--- config.mk ---
export PLATFORM = sky130hd
export DESIGN_NAME = trap_csr_ctrl
export DESIGN_NICKNAME = d
export VERILOG_FILES = /design/src/rtl/trap_csr_ctrl.sv
export SDC_FILE = /design/constraint.sdc
export NUM_CORES = 1
export LEC_CHECK = 0
export CORE_MARGIN = 4
export CORE_UTILIZATION = 40
export DETAILED_ROUTE_END_ITERATION = 10
export GPL_TIMING_DRIVEN = 0
export PLACE_DENSITY = 0.79
export SYNTH_ARGS = -nofsm -noshare
export SYNTH_HDL_FRONTEND = slang
export SYNTH_SLANG_ARGS = --single-unit
--- constraint.sdc ---
create_clock -name CLK -period 3.2 [get_ports CLK]
set_input_delay 0.32 -clock CLK [delete_from_list [all_inputs] [get_ports CLK]]
set_output_delay 0.32 -clock CLK [all_outputs]
set_load 0.01 [all_outputs]
--- src/rtl/trap_csr_ctrl.sv ---
// Machine-mode trap CSR controller: commits trap state, handles MRET and
// software access to mstatus/mtvec/mepc/mcause, and issues a one-cycle flush/redirect.
module trap_csr_ctrl #(
   parameter logic [31:0] MTVEC_RESET = 32'h0000_0000,
   parameter bit          VECTORED_EN = 1'b1
) (
   input  logic        CLK,
   input  logic        RST,
   input  logic        MEM_WAIT,
   input  logic        TRAP_EN,
   input  logic [31:0] TRAP_PC,
   input  logic [31:0] TRAP_CODE,
   input  logic [31:0] TRAP_JMP_TO,
   input  logic        MRET_EN,
   input  logic        CSR_WE,
   input  logic [11:0] CSR_ADDR,
   input  logic [31:0] CSR_WDATA,
   output logic [31:0] CSR_RDATA,
   output logic [1:0]  TRAP_VEC_MODE,
   output logic [31:0] TRAP_VEC_BASE,
   output logic        INT_ALLOW,
   output logic        FLUSH,
   output logic        JMP_EN,
   output logic [31:0] JMP_TO
);

   localparam int unsigned XLEN   = 32;
   localparam int unsigned ADDR_W = 12;

   localparam logic [ADDR_W-1:0] ADDR_MSTATUS = 12'h300;
   localparam logic [ADDR_W-1:0] ADDR_MTVEC   = 12'h305;
   localparam logic [ADDR_W-1:0] ADDR_MEPC    = 12'h341;
   localparam logic [ADDR_W-1:0] ADDR_MCAUSE  = 12'h342;

   localparam logic [XLEN-1:0] WORD_MASK = ~XLEN'(3);

   typedef enum logic {
      S_IDLE,
      S_REDIRECT
   } state_t;

   state_t            state_q, state_d;
   logic              mie_q, mie_d;
   logic              mpie_q, mpie_d;
   logic [XLEN-3:0]   mtvec_base_q, mtvec_base_d;
   logic              mtvec_mode_q, mtvec_mode_d;
   logic [XLEN-1:0]   mepc_q, mepc_d;
   logic [XLEN-1:0]   mcause_q, mcause_d;
   logic              flush_q, flush_d;
   logic              jmp_en_q, jmp_en_d;
   logic [XLEN-1:0]   jmp_to_q, jmp_to_d;

   // State register; a stall freezes everything, reset overrides the stall
   always_ff @(posedge CLK) begin
      if (RST) begin
         state_q      <= S_IDLE;
         mie_q        <= 1'b0;
         mpie_q       <= 1'b0;
         mtvec_base_q <= MTVEC_RESET[XLEN-1:2];
         mtvec_mode_q <= 1'b0;
         mepc_q       <= '0;
         mcause_q     <= '0;
         flush_q      <= 1'b0;
         jmp_en_q     <= 1'b0;
         jmp_to_q     <= '0;
      end else if (!MEM_WAIT) begin
         state_q      <= state_d;
         mie_q        <= mie_d;
         mpie_q       <= mpie_d;
         mtvec_base_q <= mtvec_base_d;
         mtvec_mode_q <= mtvec_mode_d;
         mepc_q       <= mepc_d;
         mcause_q     <= mcause_d;
         flush_q      <= flush_d;
         jmp_en_q     <= jmp_en_d;
         jmp_to_q     <= jmp_to_d;
      end
   end

   // Next-state: trap beats MRET beats CSR write; REDIRECT ignores all requests
   always_comb begin
      state_d      = state_q;
      mie_d        = mie_q;
      mpie_d       = mpie_q;
      mtvec_base_d = mtvec_base_q;
      mtvec_mode_d = mtvec_mode_q;
      mepc_d       = mepc_q;
      mcause_d     = mcause_q;
      flush_d      = 1'b0;
      jmp_en_d     = 1'b0;
      jmp_to_d     = jmp_to_q;

      case (state_q)
         S_IDLE: begin
            if (TRAP_EN) begin
               state_d  = S_REDIRECT;
               mepc_d   = TRAP_PC & WORD_MASK;
               mcause_d = TRAP_CODE;
               mpie_d   = mie_q;
               mie_d    = 1'b0;
               flush_d  = 1'b1;
               jmp_en_d = 1'b1;
               jmp_to_d = TRAP_JMP_TO;
            end else if (MRET_EN) begin
               state_d  = S_REDIRECT;
               mie_d    = mpie_q;
               mpie_d   = 1'b1;
               flush_d  = 1'b1;
               jmp_en_d = 1'b1;
               jmp_to_d = mepc_q;
            end else if (CSR_WE) begin
               case (CSR_ADDR)
                  ADDR_MSTATUS: begin
                     mie_d  = CSR_WDATA[3];
                     mpie_d = CSR_WDATA[7];
                  end
                  ADDR_MTVEC: begin
                     mtvec_base_d = CSR_WDATA[XLEN-1:2];
                     mtvec_mode_d = VECTORED_EN && CSR_WDATA[0];
                  end
                  ADDR_MEPC:   mepc_d   = CSR_WDATA & WORD_MASK;
                  ADDR_MCAUSE: mcause_d = CSR_WDATA;
                  default: ;
               endcase
            end
         end
         S_REDIRECT: state_d = S_IDLE;
         default:    state_d = S_IDLE;
      endcase
   end

   // Combinational CSR read; old value is visible until the write edge
   always_comb begin
      CSR_RDATA = '0;
      case (CSR_ADDR)
         ADDR_MSTATUS: CSR_RDATA = {19'd0, 2'b11, 3'd0, mpie_q, 3'd0, mie_q, 3'd0};
         ADDR_MTVEC:   CSR_RDATA = {mtvec_base_q, 1'b0, mtvec_mode_q};
         ADDR_MEPC:    CSR_RDATA = mepc_q;
         ADDR_MCAUSE:  CSR_RDATA = mcause_q;
         default:      CSR_RDATA = '0;
      endcase
   end

   assign TRAP_VEC_MODE = {1'b0, mtvec_mode_q};
   assign TRAP_VEC_BASE = {mtvec_base_q, 2'b00};
   assign INT_ALLOW     = mie_q;
   assign FLUSH         = flush_q;
   assign JMP_EN        = jmp_en_q;
   assign JMP_TO        = jmp_to_q;

endmodule

==> flow_metrics.tcl, run 1 <==
set metrics [dict create \
    end_kind "primary output" \
    crit_arrival_ps 2800 \
    port_buffers 240 \
    netlist.area_leader.share_pct 41.2 \
    drive_gt1_share_pct 8.69 \
    syn_avg_cell_area_um2 8.62 \
    leakage_nw 3.72 \
    power_density_nw_per_um2 454 \
    ctsHoldBuffers 0 \
    grt_overflow 0 \
    drc_errors 0 \
    gp_congestion 0.917 \
    finalHoldViolations 0 \
    reg2reg_slack_ps 930 \
    final_area_um2 9510 \
    fmax_ghz 0.321 \
    final_max_slew_viol_count 0 \
    synth_edf_count 0 \
    ys_ff_latch 128 \
    critPathKind "input pin to primary output" \
    numCtsBuffers 17 \
    hp-start "mcause_q[1]$_SDFFE_PP0P_" \
    synth_commonest_cells "dfxtp_1 (128), nor2_1 (99), a21oi_1 (96), a22o_1 (64), clkbuf_1 (34)" \
    avgRoutedWirePerCell_um 21.3 \
    synth-seq-area-share_pct 41.2 \
    timing.setup.tns_ps 0 \
    outcome "finished clean" \
    setup_viol 0 \
    clock_skew_ps 4.99 \
    antenna_found_initial 1 \
    drv_cap 0 \
    place_area_um2 8870 \
    cts.sinks 128 \
    synth.cell_area_um2 6220 \
    tightest_slew_ps 1110 \
    clkTransAtPathRegs_ps 50 \
    rsz0062_at_grt "no" \
    vias_per_cell 5.78 \
    required_ps 2880 \
    startpoint "CSR_ADDR[3]" \
    die_area_um2 17600 \
    clk_latency_ps 410 \
    placed_cells 1152 \
    hp-class "flip-flop to flip-flop" \
    crit_fanout 10 \
    pre_cts_slack_ps -325 \
    fin_cells 1190 \
    synth-main-ff-cell "dfxtp_1" \
    fin_crit_sh_pct 97.4 \
    ys_types 46 \
    area_delta_synth_final_pct 52.9 \
    ios 247 \
    grt_start_max_net_pins 17 \
    synthCells 722 \
    die_height_um 133 \
    yosysTopAreaCell "dfxtp_1" \
    ir_drop_uv 318 \
    via_count 6877 \
    min_period_ps 3120 \
    hold_depth 1 \
    worst_hold_path.endpoint "mcause_q[1]$_SDFFE_PP0P_" \
    synth-async-reset-ratio_pct 0 \
    hold_ws_ps 476 \
    relSlewSlack_pct 25.9 \
    yosys-top-cells-area "dfxtp_1 (41%), a22o_1 (9.0%), a21oi_1 (7.7%)" \
    start_util_pct 40.9 \
    grt_pass1_vias 6950 \
    core_area_um2 15200 \
    reg2reg_to "mcause_q[12]$_SDFFE_PP0P_" \
    firstDrtPassIters 7 \
    setup_ws_ps 83.9 \
    grt_pass1_wl_um 38900 \
    dp_hpwl_um 18300 \
    grt.total_usage_pct 28.0 \
    cts_root_buffer "clkbuf_16" \
    num-nets-final 1134 \
    drt_iter0_markers 836 \
    ant_nets 0 \
    ff2ff_path_depth 5 \
    cts_tree "done" \
    htreeDepth 4 \
    routed_wl_um 25300 \
    yosysMostFrequentCell "dfxtp_1" \
    r2r-start "JMP_EN$_SDFFE_PP0N_" \
    yosys_warnings 0 \
    final_util_pct 62.6 \
    total_power_mw 4.32 \
    crit_path_start_kind "input pin" \
    clockBufferDepth 2 \
    die_w_um 133 \
    rows 45 \
]
cell families after synthesis:
| family | synth area share (%) |
|---|---|
| AND/OR/NAND/NOR | 16.1 |
| buffers and inverters | 8.16 |
| other | 0.0603 |
| AO/OA/AOI/OAI | 29.2 |
| flip-flops | 41.2 |
| multiplexers | 5.31 |
cell usage in the layout, fill, tap and decap left out, types with 2 or more instances in the layout:
master           count
clkbuf_8             3
o41ai_1              2
buf_2               10
buf_4               20
clkbuf_1            33
inv_1               26
clkdlybuf4s50_1    240
mux2i_1             33
a211oi_1            30
buf_1                6
nand2b_1             3
buf_6                9
o21ai_0             26
nor2_1              99
nor2b_1             31
nand3_1             31
a2bb2oi_1            2
nand4b_1             2
clkinvlp_4           3
nor4b_1              2
a22oi_1              4
conb_1               3
a222oi_1            26
nand4_1              2
a21oi_1             96
clkbuf_16           17
clkbuf_2             2
and2_1               2
o21ai_1              8
bufinv_16            2
a22o_1              64
dfxtp_1            128
nand2_1              7
nor3_2               2
clkinv_2             6
a21oi_2              2
nor4_4               2
power breakdown:
group | switching [mW] | internal (mW) | leakage (nW)
clock network | 0.722 | 1.20 | 0.284
registers | 0.0486 | 1.67 | 1.04
logic | 0.323 | 0.358 | 2.39
total | 1.09 | 3.23 | 3.72
worst max path at each step:
| stage | slack [ps] | cells past startpoint | endpoint |
|---|---|---|---|
| 3_3_place_gp | -250 | 8 | CSR_RDATA[14] |
| 6_report | 80 | 7 | CSR_RDATA[14] |
| 4_1_cts | 10 | 8 | CSR_RDATA[24] |
| 5_1_grt | 7 | 8 | CSR_RDATA[14] |
| 2_1_floorplan | 1270 | 5 | CSR_RDATA[11] |
| 3_5_place_dp | -330 | 8 | CSR_RDATA[14] |
flip-flops by register name (all words and copies together), names as in the netlist:
register      cells
mcause_q         32
mpie_q            1
INT_ALLOW         1
mtvec_mode_q      1
mtvec_base_q     30
JMP_EN            1
JMP_TO           32
mepc_q           30
critical path, stage by stage:
cell             delay, ps
clkdlybuf4s50_1        530
or3b_4                 500
nor4_4                 300
clkbuf_2               330
a222oi_1               150
inv_1                  110
clkdlybuf4s50_1        550
timing repair:
action	4_1_cts	5_1_grt
endpoints found under the setup margin	30	21
endpoints found under the hold margin	0	0
pin swaps	1	1
gates resized for setup	4	2
setup buffers	3	2
layout make-up:
class,count,area [um2]
clock buffer,21,470
sequential,128,2560
clock inverter,11,113
tap,188,235
fill,1340,5690
inverter,26,97.6
multi-input combinational,496,3180
timing repair buffer,245,2440
buffer,74,417
antenna,1,2.50
layer usage:
layer	up-vias	wire length (um)	global-route usage, %
li1	3179	-	-
met1	3212	10200	35.6
met2	439	11800	45.3
met3	47	2660	7.68
met4	0	718	10.9
met5	-	0	0
Power figures use the tool's default switching activity.
==> inputs of run 2 (changes only) <==
DONT_BUFFER_PORTS = 1   (was unset)
PLACE_DENSITY = 0.58   (was 0.79)
==> run 2 against run 1 <==
  * Cell area is 25% lower
  * Largest power group unchanged
  * Clock power up 18%
  * First-iteration DRC count is 6.8% lower
  * Clock-buffer cell count rose by 1
  * Utilization decreased by 16 points
  * Critical path depth is 2 lower
  * Sequential share of layout area is 8.9 points higher
  * Sequential power barely moved
  * Clock skew rose by 3.4 ps
  * Routed wire length shrank 4.0%
==> flow_metrics.tcl, run 2 (synthesis results as in run 1) <==
set metrics [dict create \
    drc_errors 0 \
    min_period_ps 2610 \
    drive_gt1_share_pct 10.1 \
    layout_common_cells "dfxtp_1 (128), nor2_1 (99), a21oi_1 (96)" \
    firstDrtPassIters 9 \
    crit_path_start_kind "input pin" \
    num-nets-final 889 \
    placed_cells 912 \
    cp_num_buf_inv 2 \
    cp_slowest_stage_delay_ps 560 \
    power_density_nw_per_um2 616 \
    cpLargestDelayFamily "simple AND/OR/NAND/NOR gates" \
    gp_congestion 0.906 \
    reg2reg_slack_ps 1090 \
    finalHoldViolations 0 \
    final_common_cell "dfxtp_1" \
    outcome "finished clean" \
    rsz0062_at_grt "no" \
    tightest_slew_ps 863 \
    ctsHoldBuffers 0 \
    cts_root_buffer "clkbuf_16" \
    crit_arrival_ps 2290 \
    ff2ff_path_depth 5 \
    drt_iter0_markers 779 \
    routed_wl_um 24300 \
    clk_latency_ps 420 \
    core_area_um2 15200 \
    r2r-start "JMP_EN$_SDFFE_PP0N_" \
    dp_hpwl_um 18000 \
    die_height_um 133 \
    path_cells "nand4bb_1 > nor4_4 > clkbuf_1 > a222oi_1 > inv_1" \
    vias_per_cell 6.37 \
    grt_overflow 0 \
    area_delta_synth_final_pct 14.8 \
    hp-class "input pin to flip-flop" \
    antenna_found_initial 1 \
    crit_fanout 10 \
    worst_hold_path.endpoint "mtvec_base_q[23]$_SDFFE_PP0P_" \
    drv_cap 0 \
    path_depth 5 \
    clock_skew_ps 8.38 \
    clockBufferDepth 2 \
    pre_cts_slack_ps 618 \
    post_cts_buffers 0 \
    hp-start "CSR_WDATA[25]" \
    n_antenna_cell 0 \
    numCtsBuffers 17 \
    critPathSlowestCell "clkbuf_1" \
    grt.total_usage_pct 26.8 \
    port_buffers 0 \
    die_area_um2 17600 \
    htreeDepth 4 \
    via_count 6012 \
    setup_ws_ps 588 \
    fin_crit_sh_pct 81.6 \
    cts.sinks 128 \
    leakage_nw 2.83 \
    timing.setup.tns_ps 0 \
    end_kind "primary output" \
    rows 45 \
    ant_nets 0 \
    hold_depth 2 \
    setup_viol 0 \
    required_ps 2880 \
    ios 247 \
    fin_cells 944 \
    grt_pass1_wl_um 36000 \
    ir_drop_uv 348 \
    final_util_pct 47.0 \
    grt_pass1_vias 6023 \
    fmax_ghz 0.383 \
    reg2reg_to "mtvec_base_q[9]$_SDFFE_PP0P_" \
    avgRoutedWirePerCell_um 25.7 \
    start_util_pct 40.9 \
    grt_start_max_net_pins 17 \
    final_max_slew_viol_count 0 \
    clkTransAtPathRegs_ps 60 \
    critPathKind "input pin to primary output" \
    cts_tree "done" \
    cts_resized 0 \
    die_w_um 133 \
    relSlewSlack_pct 41.8 \
]
## run 2: worst max-delay path by stage
stage                       from  slack (ps)             to
floorplan           CSR_ADDR[10]        1270  CSR_RDATA[11]
global placement     CSR_ADDR[5]         590  CSR_RDATA[15]
detailed placement   CSR_ADDR[5]         620  CSR_RDATA[15]
CTS                  CSR_ADDR[5]         610  CSR_RDATA[15]
global route         CSR_ADDR[5]         480  CSR_RDATA[15]
finish              CSR_ADDR[10]         590  CSR_RDATA[15]
## run 2: final cells by class
cell class / instances / area [um2]
Clock inverter: 10 / 205
Tap cell: 188 / 235
Fill cell: 1468 / 8060
Buffer: 74 / 410
Inverter: 26 / 97.6
Sequential cell: 128 / 2560
Clock buffer: 22 / 474
Multi-Input combinational cell: 496 / 3160
## run 2: per-layer routing
metal | track usage, % | part of all wire [%]
met5 | 0 | 0
met4 | 10.6 | 2.7
met3 | 9.39 | 12
met2 | 43.3 | 47
met1 | 32.8 | 39
## run 2: power by group
part / internal [mW] / switching (mW) / leakage (nW) / total, mW
Sequential: 1.67 / 0.0715 / 1.04 / 1.74
Combinational: 0.152 / 0.251 / 1.46 / 0.403
Clock: 1.52 / 0.735 / 0.326 / 2.26
## run 2: per-stage QoR
| stage | power, mW | hold slack [ps] | cell area, um2 |
|---|---|---|---|
| 3_5_place_dp | 2.17 | 461 | 6470 |
| 6_report | 4.40 | 35.7 | 7150 |
| 3_3_place_gp | 2.16 | 454 | 6470 |
| 4_1_cts | 4.40 | 23.2 | 7150 |
| 2_1_floorplan | 2.05 | 440 | 6230 |
| 5_1_grt | 4.51 | 28.8 | 7150 |
